**config.mk**
```make
export PLATFORM = sky130hd
export DESIGN_NAME = universal_shift_reg
export DESIGN_NICKNAME = d
export VERILOG_FILES = /design/src/rtl/usr_pkg.sv /design/src/rtl/usr_word_counter.sv /design/src/rtl/universal_shift_reg.sv
export SDC_FILE = /design/constraint.sdc
export NUM_CORES = 1
export LEC_CHECK = 0
export BUFFER_PORTS_ARGS = -buffer_cell sky130_fd_sc_hd__buf_2
export CAP_MARGIN = 20
export CORE_MARGIN = 2
export CORE_UTILIZATION = 45
export DETAILED_ROUTE_END_ITERATION = 8
export PLACE_DENSITY = 0.73
export SLEW_MARGIN = 5
export SYNTH_ARGS = -nofsm -noshare
export SYNTH_HDL_FRONTEND = slang
export SYNTH_HIERARCHICAL = 1
export SYNTH_SLANG_ARGS = --single-unit
```
**constraint.sdc**
```tcl
create_clock -name clk -period 1.3 [get_ports clk]
set_input_delay 0.195 -clock clk [delete_from_list [all_inputs] [get_ports clk]]
set_output_delay 0.195 -clock clk [all_outputs]
set_load 0.02 [all_outputs]
```
**src/rtl/usr_pkg.sv**
```systemverilog
// Shared definitions for the universal shift register: mode encodings and counter sizing.
package usr_pkg;

  typedef enum logic [1:0] {
    MODE_HOLD = 2'b00,
    MODE_SHR  = 2'b01,
    MODE_SHL  = 2'b10,
    MODE_LOAD = 2'b11
  } mode_e;

  // Bits needed to hold a shift count in the range 0..width.
  function automatic int unsigned cnt_w(input int unsigned width);
    return $clog2(width + 1);
  endfunction

endpackage

```
**src/rtl/usr_word_counter.sv**
```systemverilog
// Word counter: tracks consecutive same-direction shifts and pulses word_valid
// once a full word of WIDTH shifts has been accumulated.
module usr_word_counter
  import usr_pkg::*;
#(
  parameter int unsigned WIDTH = 8
) (
  input  logic                      clk,
  input  logic                      rst_n,
  input  logic                      en,
  input  logic [1:0]                mode,
  output logic [cnt_w(WIDTH)-1:0]   shift_cnt,
  output logic                      word_valid
);

  localparam int unsigned CW = cnt_w(WIDTH);

  mode_e           w_mode;
  logic            w_is_shift;
  logic            w_dir_left;
  logic [CW-1:0]   w_cnt_inc;
  logic [CW-1:0]   w_cnt_next;
  logic            w_dir_next;
  logic            w_wv_next;
  logic [CW-1:0]   r_cnt;
  logic            r_dir;
  logic            r_wv;

  assign w_mode     = mode_e'(mode);
  assign w_is_shift = en && ((w_mode == MODE_SHR) || (w_mode == MODE_SHL));
  assign w_dir_left = (w_mode == MODE_SHL);
  // A count of zero (after reset, load or wrap) makes either direction start at 1.
  assign w_cnt_inc  = (w_dir_left == r_dir) ? r_cnt + CW'(1) : CW'(1);

  // Next-state for count, direction and the word pulse.
  always_comb begin
    w_cnt_next = r_cnt;
    w_dir_next = r_dir;
    w_wv_next  = 1'b0;
    if (en && (w_mode == MODE_LOAD)) begin
      w_cnt_next = '0;
    end else if (w_is_shift) begin
      w_dir_next = w_dir_left;
      if (w_cnt_inc == CW'(WIDTH)) begin
        w_cnt_next = '0;
        w_wv_next  = 1'b1;
      end else begin
        w_cnt_next = w_cnt_inc;
      end
    end
  end

  always_ff @(posedge clk or negedge rst_n) begin
    if (!rst_n) begin
      r_cnt <= '0;
      r_dir <= 1'b0;
      r_wv  <= 1'b0;
    end else begin
      r_cnt <= w_cnt_next;
      r_dir <= w_dir_next;
      r_wv  <= w_wv_next;
    end
  end

  assign shift_cnt  = r_cnt;
  assign word_valid = r_wv;

endmodule

```
**src/rtl/universal_shift_reg.sv**
```systemverilog
// Universal shift register: hold, shift right/left (serial or rotate), parallel load,
// with word-completion tracking in usr_word_counter.
module universal_shift_reg
  import usr_pkg::*;
#(
  parameter int unsigned WIDTH  = 8,
  parameter int unsigned ROTATE = 0
) (
  input  logic                     clk,
  input  logic                     rst_n,
  input  logic                     en,
  input  logic [1:0]               mode,
  input  logic                     serial_in_r,
  input  logic                     serial_in_l,
  input  logic [WIDTH-1:0]         d,
  output logic [WIDTH-1:0]         q,
  output logic                     serial_out_r,
  output logic                     serial_out_l,
  output logic [cnt_w(WIDTH)-1:0]  shift_cnt,
  output logic                     word_valid
);

  mode_e             w_mode;
  logic              w_in_msb;
  logic              w_in_lsb;
  logic [WIDTH-1:0]  w_q_next;
  logic [WIDTH-1:0]  r_q;

  assign w_mode   = mode_e'(mode);
  assign w_in_msb = (ROTATE != 0) ? r_q[0]       : serial_in_r;
  assign w_in_lsb = (ROTATE != 0) ? r_q[WIDTH-1] : serial_in_l;

  // Data path next-state.
  always_comb begin
    w_q_next = r_q;
    if (en) begin
      case (w_mode)
        MODE_SHR:  w_q_next = {w_in_msb, r_q[WIDTH-1:1]};
        MODE_SHL:  w_q_next = {r_q[WIDTH-2:0], w_in_lsb};
        MODE_LOAD: w_q_next = d;
        default:   w_q_next = r_q;
      endcase
    end
  end

  always_ff @(posedge clk or negedge rst_n) begin
    if (!rst_n) begin
      r_q <= '0;
    end else begin
      r_q <= w_q_next;
    end
  end

  usr_word_counter #(.WIDTH(WIDTH)) u_word_counter (
    .clk        (clk),
    .rst_n      (rst_n),
    .en         (en),
    .mode       (mode),
    .shift_cnt  (shift_cnt),
    .word_valid (word_valid)
  );

  assign q            = r_q;
  assign serial_out_r = r_q[0];
  assign serial_out_l = r_q[WIDTH-1];

endmodule
```
; ---- After elaboration in Yosys (flattened, before gate mapping)
; Cells that the tools add are included.
[word_totals]
wordCells = 26
register_bits = 14
input_bits = 15
output_inout_bits = 15
[op_classes]
eq_ne = 5
n_addsub = 1
n_mux = 8
bitwise = 1
n_reduce_logical = 7
[ops]
columns = cell, n
row1 = one-hot mux 8 bit (3 select lines), 1
row2 = two-way mux 4 bit, 4
row3 = "adder 4 x 1 -> 4 bit, second input constant", 1
row4 = "== test 2 bit, second input constant", 2
row5 = "== test 4 bit, second input constant", 1
row6 = AND reduction 2 bit, 2
row7 = two-way mux 1 bit, 3
row8 = nonzero test 3 bit, 1
row9 = "== test 2 x 1 -> 1 bit, second input constant", 1
row10 = logical AND 1 bit, 2
row11 = nonzero test 2 bit, 1
row12 = == test 1 bit, 1
row13 = logical OR 1 bit, 1
row14 = NOT 1 bit, 1

; ---- Logic depth before layout (Yosys ltp)
; Gate-level depths: netlist of the first run.
[depth]
word_depth = 7
ltp_mapped = 5
depth_no_buf = 5

; ---- By module
; The synthesis of the first run kept the hierarchy.
[by_module_without_submodules]
columns = mod, area_per_inst_um2, instances, cells_per_inst, seq_area_each_um2
row1 = universal_shift_reg, 573.0, 1, 65, 200.2
row2 = usr_word_counter, 404.1, 1, 38, 150.1

; ---- Worst setup path after synthesis of the first run
; OpenSTA, ideal clock, no wires.
[synth_path]
kind = register -> register
from = register u_word_counter.r_cnt[0], in the netlist u_word_counter/shift_cnt[0]
to = register u_word_counter.r_cnt[3], in the netlist u_word_counter/shift_cnt[3]
path_slack_ns = -0.154
period_less_slack_ns = 1.454
path_stages_with_launch = 5
path_buffers = 0
arrival_ns = 1.321
setup_ns = 0.134
required_time_ns = 1.166
cell_sequence = dfrtp_1 ha_1 nand2b_1 o2111ai_1 o211ai_2
[synth_between]
elab_chain_len = 6
[synth_rtl]
columns = element, line
row1 = "start, declared", usr_word_counter.sv:25  ; logic [CW-1:0] r_cnt;
row2 = "start signal, assigned", usr_word_counter.sv:59  ; r_cnt <= w_cnt_next;
row3 = adder 4 x 1 -> 4 bit *, usr_word_counter.sv:33  ; assign w_cnt_inc = (w_dir_left == r_dir) ? r_cnt + CW'(1) : CW'(1);
row4 = two-way mux 4 bit *, usr_word_counter.sv:33
row5 = == test 4 bit, usr_word_counter.sv:44  ; if (w_cnt_inc == CW'(WIDTH)) begin
row6 = two-way mux 4 bit *, usr_word_counter.sv:44
row7 = two-way mux 4 bit *, usr_word_counter.sv:42  ; end else if (w_is_shift) begin
row8 = two-way mux 4 bit *, usr_word_counter.sv:40  ; if (en && (w_mode == MODE_LOAD)) begin
; Mark *: on every way between the ends. The rest lies on a longest branch, timed or not. The select of a mux whose other input is x is not followed.
; A chain may end at the register's enable or synchronous reset.

; ---- Final worst setup path of the first run
[layout_path]
from = register u_word_counter.r_cnt[1], in the netlist u_word_counter/shift_cnt[1]
to = register u_word_counter.r_cnt[3], in the netlist u_word_counter/shift_cnt[3]
; The elaborated chain is that of the path after synthesis.

==> out/summary.txt, run 1 <==
Run status: finished, final reports clean
Flops & latches, synth: 14
Area contributors post-synth: dfrtp_1, o221ai_1, a31oi_1, inv_1, ha_1
Clock Latency Late Sink: 0.29 ns
Initial antenna violation count: 0
Unrepaired setup endpoints after global routing: no
Via count: 860
Rel. slew slack: 75.6%
Syn_nets: 121
Share of cells above drive strength 1: 38.2%
Final max-slew violation count: 0
Final Cycle Share: 94.9%
Tmin final: 1.23 ns
Place WS: -0.120 ns
Overflow after GRT: 0
Clk pin slew, worst setup/hold paths: 0.09 ns
Worst setup EP type: flip-flop
Register area share after synthesis: 35.9%
Power Density: 1240 mW/mm2
Cell variety after synth: 34
Fmax: 811 MHz
Fin Setup TNS: 0 ns
Net Sw Power: 0.560 mW
DRT antenna net count: 0
Setup bufs post-CTS: 0
Total die area: 0.00256 mm2
Initial drt markers: 21
Final core utilization: 61.2%
CTS tree: built
Static Leak: 0.591 nW
Non-Filler Instances: 163
Final count of negative-setup-slack endpoints: 0
Final hold vios: 0
# rows: 16
Wirelength, routed: 2080 um
Ports: 30
RePlAce Congestion: 0.727
Core ar.: 0.00200 mm2
Mapped Area: 977 um2
Pin count of the biggest net entering global routing: 25
Worst Hold Class: input pin to flip-flop
# DRC: 0
Combinational share of power: 40.2%
P&R area growth vs syn: 25.4%
Synth area leader: dfrtp_1
Crit Path Class: flip-flop to flip-flop
Critical path peak fanout: 3
Number of iterations in the first detailed-routing pass: 4
CTS Buf Count: 3
Slew @ Worst Pin: 0.365 ns
CTS Sinks: 14
Global-route wire length before repair: 3630 um
Ys Warns: 6
Crit start category: flip-flop
Vias in the first global route: 821
Ant. Diodes: 0
CTS Root Cell: clkbuf_4
DR WL/cell: 12.8 um
Syn avg cell area: 9.49 um2
Placed Cells: 158
Max-cap violations: 0
WP data arrival: 1.41 ns
Worst IR Drop VDD: 0.734 mV
Initial Util: 48.8%
Detailed placement HPWL: 1520 um
Die Wd: 50.6 um
Synth top area share: 35.9%
Sw Share: 37.0%
Int Power: 0.954 mW
Clock buffer depth: 2
Synth Instances: 103
Critical Path RT: 1.47 ns
Number of port buffers: 29
Seq pwr share: 38.8%
H-tree depth: 1
Aggregate global-route resource usage: 18.7%
Die height: 50.6 um
Vias per cell: 5.28
Layout Nets: 155
Final worst slack: 0.0665 ns
Clock power frac: 21.0%
Skew final: 0.00481 ns
PnR Total Power: 1.51 mW
-- cell type report --
type | instances | area [um2]
fillers | 192 | 777
multi-input cells | 70 | 553
flip-flops and latches | 14 | 353
repair buffers | 37 | 208
inverters | 11 | 41.3
clock buffers | 4 | 36.3
well taps | 27 | 33.8
-- placed cells by master, fill, tap and decap left out, types with 2 or more instances in the layout --
master,n
buf_2,29
dfrtp_1,12
a31oi_1,8
nand3b_1,2
mux2i_1,2
and2_1,5
nor2b_1,3
o21ai_0,6
clkbuf_4,3
inv_1,11
ha_1,2
nor2_1,3
a21oi_1,3
and2b_1,4
nand3_1,3
dfrtp_2,2
o221ai_1,6
nand2_1,4
buf_4,7
-- worst max-delay path, cell delays in order, from the launching register on --
cell and delay, ns:
dfrtp_2 0.43, ha_4 0.24, nand2b_4 0.15, o211ai_1 0.21, o211ai_2 0.09
-- metal layers --
layer  track usage, %  wire length (um)  up-vias  part of all wire [%]
met5                0                 0        -                     0
met4             9.91                42        0                   2.0
met3             4.46               103        4                   5.0
met2             29.2               947       21                    46
met1             23.7               986      400                    47
li1                 -                 -      435                     -
-- power by group through the flow --
stage / logic, mW / clock network, mW / registers (mW)
5_1_grt: 0.664 / 0.354 / 0.600
4_1_cts: 0.605 / 0.328 / 0.587
3_3_place_gp: 0.586 / 0 / 0.588
6_report: 0.608 / 0.318 / 0.587
2_1_floorplan: 0.328 / 0 / 0.684
3_5_place_dp: 0.600 / 0 / 0.596
-- kinds of logic after synthesis --
family	after synthesis	synth area share, %
AOI/OAI and AO/OA	31	22.3
xor gates and xnor gates	3	3.46
adders and majority gates	3	3.84
buffers and inverters	19	11.0
DFF	14	35.9
muxes	3	3.20
and+or+nand+nor	30	20.4
-- state kept, by name, summed over array words and instances, names as in the netlist --
name,cells
q,8
u_word_counter/r_dir,1
u_word_counter/shift_cnt,4
u_word_counter/word_valid,1
-- synthesized netlist by cell type --
| master | number |
|---|---|
| dfrtp_1 | 14 |
| inv_1 | 11 |
| a31oi_1 | 8 |
| o21ai_0 | 6 |
| o221ai_1 | 6 |
| and2_1 | 5 |
| and2b_1 | 4 |
| nand2_1 | 4 |
| a21oi_1 | 3 |
| buf_4 | 3 |
| buf_6 | 3 |
| ha_1 | 3 |
| nand3_1 | 3 |
| nor2_1 | 3 |
| nor2b_1 | 3 |
| buf_2 | 2 |
| mux2i_1 | 2 |
| nand2b_1 | 2 |
| nand3b_1 | 2 |
| xor2_1 | 2 |
| a311oi_1 | 1 |
| a31o_1 | 1 |
| and2_4 | 1 |
| and4b_1 | 1 |
| mux2_1 | 1 |
| nor3b_4 | 1 |
| nor4_2 | 1 |
| o2111ai_1 | 1 |
| o211ai_1 | 1 |
| o211ai_2 | 1 |
| o21a_1 | 1 |
| o21ai_1 | 1 |
| o221a_2 | 1 |
| xnor2_2 | 1 |
-- worst paths after layout --
path                       slack, ns                                    start  cells after the start                                      end
hold reg to reg                 0.56         u_word_counter/r_dir$_DFFE_PN0P_                      1         u_word_counter/r_dir$_DFFE_PN0P_
max in group asynchronous       0.72                                    rst_n                      2  u_word_counter/shift_cnt[0]$_DFFE_PN0P_
hold / removal                  0.24                                     d[2]                      4                         q[2]$_DFFE_PN0P_
min in group asynchronous       0.32                                    rst_n                      2      u_word_counter/word_valid$_DFF_PN0_
setup / recovery                0.07  u_word_counter/shift_cnt[1]$_DFFE_PN0P_                      4  u_word_counter/shift_cnt[3]$_DFFE_PN0P_
setup reg to reg                0.07  u_word_counter/shift_cnt[1]$_DFFE_PN0P_                      4  u_word_counter/shift_cnt[3]$_DFFE_PN0P_
-- timing repair --
item,CTS,global route
hold buffers,1,0
resized for setup,0,1
endpoints found under the setup margin,0,1
hold endpoints to repair,14,0
-- stage by stage --
| stage | instance area [um2] | hold WS (ns) |
|---|---|---|
| after detailed placement | 1170 | 0.108 |
| after global routing | 1220 | 0.258 |
| after floorplan | 1010 | -0.101 |
| after global placement | 1170 | 0.120 |
| after CTS | 1220 | 0.235 |
| final | 1220 | 0.239 |
Note: power is estimated with default switching activity, not from simulation.
==> run 2, diff against run 1 <==
--- a/config.mk
+++ b/config.mk
@@ -7,7 +7,7 @@
 export LEC_CHECK = 0
 export BUFFER_PORTS_ARGS = -buffer_cell sky130_fd_sc_hd__buf_2
 export CAP_MARGIN = 20
-export CORE_MARGIN = 2
+export CORE_MARGIN = 5
 export CORE_UTILIZATION = 45
 export DETAILED_ROUTE_END_ITERATION = 8
 export PLACE_DENSITY = 0.73
==> constraint.sdc (replaced) <==
create_clock -name clk -period 1.3 [get_ports clk]
set_input_delay 0.26 -clock clk [delete_from_list [all_inputs] [get_ports clk]]
set_output_delay 0.26 -clock clk [all_outputs]
set_load 0.02 [all_outputs]
==> run 2 against run 1 <==
Compared with the run above: die area is 25% higher; sequential power is 2% higher; flip-flop and latch count stayed put; first-iteration DRC count is 57% higher; total power is 4.0% higher; critical path type is now flip-flop to output port; clock power is 3% higher; combinational power is 6.6% higher; non-clock buffer count is 3 higher; core utilization is 2.2 points higher; worst hold slack better by 0.056 ns; cell area is 4.7% higher.
==> out/summary.txt, run 2 (synthesis results as in run 1) <==
Run status: finished, final reports clean
Share of cells above drive strength 1: 42.4%
Total die area: 0.00320 mm2
Global-route wire length before repair: 3880 um
Slew @ Worst Pin: 0.387 ns
Fill count: 178
Number of flip-flops in the largest register: 8
Worst Hold Class: input pin to flip-flop
CTS Sinks: 14
Final hold vios: 0
Vias per cell: 5.46
CTS tree: built
Aggregate global-route resource usage: 15.2%
Wirelength, routed: 2250 um
RePlAce Congestion: 0.713
# rows: 16
Worst setup EP type: output port
Unrepaired setup endpoints after global routing: yes
Vias in the first global route: 898
WP data arrival: 1.01 ns
Initial antenna violation count: 0
Number of port buffers: 29
Placed Cells: 159
Ant. Diodes: 0
Commonest non-fill, non-tap cell in the layout: buf_2
Design area: 0.00128 mm2
Fin Setup TNS: 0 ns
Detailed placement HPWL: 1640 um
Max-cap violations: 0
CTS Root Cell: clkbuf_4
Non-Filler Instances: 166
Initial Util: 48.3%
Critical Path RT: 1.04 ns
Number of iterations in the first detailed-routing pass: 4
Rel. slew slack: 74.1%
Die height: 56.6 um
Power Density: 1230 mW/mm2
Final count of negative-setup-slack endpoints: 0
# DRC: 0
Clock buffer depth: 2
Final Cycle Share: 98.1%
Tmin final: 1.27 ns
H-tree depth: 1
Place WS: -0.153 ns
CTS Buf Count: 3
Critical path peak fanout: 5
PnR Total Power: 1.57 mW
Final worst slack: 0.0251 ns
Layout Nets: 158
Crit start category: flip-flop
P&R area growth vs syn: 31.2%
Via count: 907
Clock Latency Late Sink: 0.29 ns
Fmax: 784 MHz
Pin count of the biggest net entering global routing: 25
Overflow after GRT: 0
Static Leak: 0.609 nW
Most frequent cells in the layout: buf_2, dfrtp_1, inv_1, buf_4, a31oi_1
Core ar.: 0.00202 mm2
Skew final: 0.000639 ns
Ports: 30
Placed cell areas: 0.00119 mm2
DR WL/cell: 13.6 um
Crit Path Class: flip-flop to output port
Die Wd: 56.6 um
Worst IR Drop VDD: 0.947 mV
DRT antenna net count: 0
Final max-slew violation count: 0
Initial drt markers: 33
Clk pin slew, worst setup/hold paths: 0.09 ns
run 2: final cells by class:
type	count	area, um2	share of cell area, %
clock buffer	4	36.3	2.83
inverter	11	41.3	3.22
multi-input combinational	70	581	45.3
sequential	14	354	27.6
tap	27	33.8	2.63
timing repair buffer	40	236	18.4
run 2: what timing repair did:
item,CTS,global route
endpoints found under the setup margin,1,2
setup buffers,0,2
gates resized for setup,2,3
pin swaps,0,2
hold endpoints to repair,14,0
hold buffers,1,0
run 2: worst max-delay path, stage by stage, from the launching register on:
cell,delay (ns)
dfrtp_2,0.44
buf_6,0.14
buf_4,0.15
run 2: through the flow:
| step | hold WS, ns | util [%] |
|---|---|---|
| finish | 0.295 | 63.4 |
| global route | 0.321 | 63.4 |
| CTS | 0.291 | 61.7 |
| detailed placement | 0.177 | 59.1 |
| global placement | 0.179 | 59.1 |
| floorplan | -0.0356 | - |
run 2: where the power goes:
part,leakage (nW),internal [mW],switching [mW],total (mW)
Combinational,0.416,0.306,0.342,0.648
Sequential,0.172,0.512,0.0868,0.599
Clock,0.0210,0.171,0.157,0.328
run 2: worst paths after layout:
check                                                         from  depth (start not counted)                                       to  slack [ns]
hold / removal                                                d[2]                          4                         q[2]$_DFFE_PN0P_        0.29
setup / recovery           u_word_counter/shift_cnt[0]$_DFFE_PN0P_                          2                             shift_cnt[0]        0.03
max in group asynchronous                                    rst_n                          2  u_word_counter/shift_cnt[0]$_DFFE_PN0P_        0.64
setup reg to reg           u_word_counter/shift_cnt[1]$_DFFE_PN0P_                          4  u_word_counter/shift_cnt[3]$_DFFE_PN0P_        0.03
hold reg to reg                   u_word_counter/r_dir$_DFFE_PN0P_                          1         u_word_counter/r_dir$_DFFE_PN0P_        0.59
min in group asynchronous                                    rst_n                          2                         q[3]$_DFFE_PN0P_        0.39
run 2: metal layers:
layer / GRT usage (%) / up-vias / share of wire [%]
met5: 0 / - / 0
met4: 6.78 / 0 / 1.1
met3: 4.82 / 5 / 6.1
met2: 25.2 / 22 / 48
met1: 17.8 / 441 / 45
li1: - / 439 / -
==> run 3, diff against run 2 <==
--- a/config.mk
+++ b/config.mk
@@ -9,6 +9,7 @@
 export CAP_MARGIN = 20
 export CORE_MARGIN = 5
 export CORE_UTILIZATION = 45
+export CTS_BUF_LIST = sky130_fd_sc_hd__clkbuf_16
 export DETAILED_ROUTE_END_ITERATION = 8
 export PLACE_DENSITY = 0.73
 export SLEW_MARGIN = 5
==> run 3 against run 2 <==
Compared with the run above: largest power group unchanged; die area unchanged; register-to-register slack is essentially flat; cell area is 1.3% higher; maximum frequency hardly changed; worst setup slack about the same; worst hold slack improved by 0.051 ns; critical path depth up 2; combinational power is 4.6% lower; wire length is 1.6% higher; largest cell class unchanged; highest routed layer unchanged; flip-flop and latch count unchanged.
==> out/summary.txt, run 3 (synthesis results as in run 1) <==
Run status: finished, final reports clean
Fill count: 170
Initial antenna violation count: 0
Wirelength, routed: 2290 um
Register area: 353 um2
CTS Sinks: 14
Worst-path cell chain: ha_4, xor2_2, o2111ai_2, o211ai_2
DRT antenna net count: 0
Power Density: 1390 mW/mm2
Die Wd: 56.6 um
Crit path largest cell delay: 0.44 ns
CTS Buf Count: 3
Unrepaired setup endpoints after global routing: yes
P&R area growth vs syn: 32.9%
Fin Setup TNS: 0 ns
Net Sw Power: 0.605 mW
Vias per cell: 5.41
Clk pin slew, worst setup/hold paths: 0.05 ns
# DRC: 0
Critical Path RT: 1.41 ns
Number of port buffers: 29
Core ar.: 0.00202 mm2
Crit Path Class: flip-flop to flip-flop
WP data arrival: 1.39 ns
Detailed placement HPWL: 1640 um
CTS tree: built
Rel. slew slack: 74.4%
Vias in the first global route: 900
Fmax: 784 MHz
Pin count of the biggest net entering global routing: 25
Commonest non-fill, non-tap cell in the layout: buf_2
Clock buffer depth: 2
Most frequent cells in the layout: buf_2, dfrtp_1, inv_1
Via count: 893
Final count of negative-setup-slack endpoints: 0
Ant. Diodes: 0
H-tree depth: 1
Combinational share of power: 34.2%
Seq pwr share: 33.1%
Final hold vios: 0
Static Leak: 0.620 nW
DR WL/cell: 13.9 um
Clock power frac: 32.7%
Worst setup EP type: flip-flop
Final Cycle Share: 98.1%
Number of flip-flops in the largest register: 8
Worst Hold Class: input pin to flip-flop
Number of iterations in the first detailed-routing pass: 4
Worst IR Drop VDD: 0.857 mV
Total die area: 0.00320 mm2
Initial Util: 48.3%
Largest delay share family, worst path: flip-flops
Final max-slew violation count: 0
CTS Root Cell: clkbuf_16
Slowest-stage cell, CP: dfrtp_2
Share of cells above drive strength 1: 40.6%
Non-Filler Instances: 165
Placed Cells: 159
Die height: 56.6 um
Aggregate global-route resource usage: 15.6%
Max-cap violations: 0
RePlAce Congestion: 0.713
Ports: 30
Overflow after GRT: 0
Crit start category: flip-flop
Final core utilization: 64.2%
Initial drt markers: 18
Buf/Inv on CP: 0
Skew final: 0.00240 ns
Global-route wire length before repair: 3950 um
Int Power: 1.20 mW
Critical path peak fanout: 5
Slew @ Worst Pin: 0.383 ns
Footprint of the multi-input gates: 569 um2
Clock Latency Late Sink: 0.24 ns
# rows: 16
Tmin final: 1.28 ns
Sw Share: 33.5%
Layout Nets: 157
-- run 3: cell count changes in the layout (fill, tap and decap cells not counted), sizes merged --
cell,previous run,this run
clkbuf,4,3
clkinv,0,1
buf,39,38
-- run 3: metal layers --
layer	wire, um	global-route usage (%)	vias up
met4	17	6.44	0
met3	136	5.05	4
met5	0	0	-
met1	1050	18.8	429
li1	-	-	439
met2	1090	25.2	21
-- run 3: final timing paths --
path | start | endpoint | depth (start not counted) | slack [ns]
max | u_word_counter/shift_cnt[1]$_DFFE_PN0P_ | u_word_counter/shift_cnt[3]$_DFFE_PN0P_ | 4 | 0.02
max in group asynchronous | rst_n | u_word_counter/shift_cnt[1]$_DFFE_PN0P_ | 2 | 0.60
min in group asynchronous | rst_n | q[3]$_DFFE_PN0P_ | 2 | 0.45
max reg2reg | u_word_counter/shift_cnt[1]$_DFFE_PN0P_ | u_word_counter/shift_cnt[3]$_DFFE_PN0P_ | 4 | 0.02
min reg2reg | u_word_counter/shift_cnt[2]$_DFFE_PN0P_ | u_word_counter/shift_cnt[2]$_DFFE_PN0P_ | 1 | 0.61
min | d[2] | q[2]$_DFFE_PN0P_ | 4 | 0.35
-- run 3: what timing repair did --
| item | CTS | global route |
|---|---|---|
| gates resized for setup | 0 | 1 |
| hold endpoints to repair | 14 | 0 |
| setup buffers | 0 | 1 |
| setup endpoints to repair | 0 | 1 |
| hold buffers | 1 | 0 |
-- run 3: final cells by class --
class	count	area share, %
multi-input combinational	70	43.8
sequential	14	27.2
timing repair buffer	39	17.1
clock buffer	3	5.78
inverter	11	3.18
tap	27	2.60
clock inverter	1	0.289
-- run 3: metrics by stage --
stage	setup WS [ns]	hold WS, ns	instance area (um2)	power (mW)
after floorplan	0.0171	-0.0356	1020	1.02
after global placement	-0.0829	0.179	1190	1.18
after detailed placement	-0.153	0.177	1190	1.20
after CTS	0.0101	0.345	1280	1.80
after global routing	-0.0249	0.377	1300	1.92
final	0.0249	0.346	1300	1.81
-- run 3: worst register-to-register path, stage by stage, from the launching register on --
cell and delay [ns]:
dfrtp_2 0.44, ha_4 0.18, xor2_2 0.19, o2111ai_2 0.22
o211ai_2 0.11
-- run 3: power by group through the flow --
stage | combinational [mW] | clock, mW | sequential, mW
finish | 0.618 | 0.590 | 0.597
global route | 0.686 | 0.618 | 0.611
CTS | 0.607 | 0.598 | 0.597
detailed placement | 0.601 | 0 | 0.601
global placement | 0.589 | 0 | 0.594
floorplan | 0.338 | 0 | 0.685
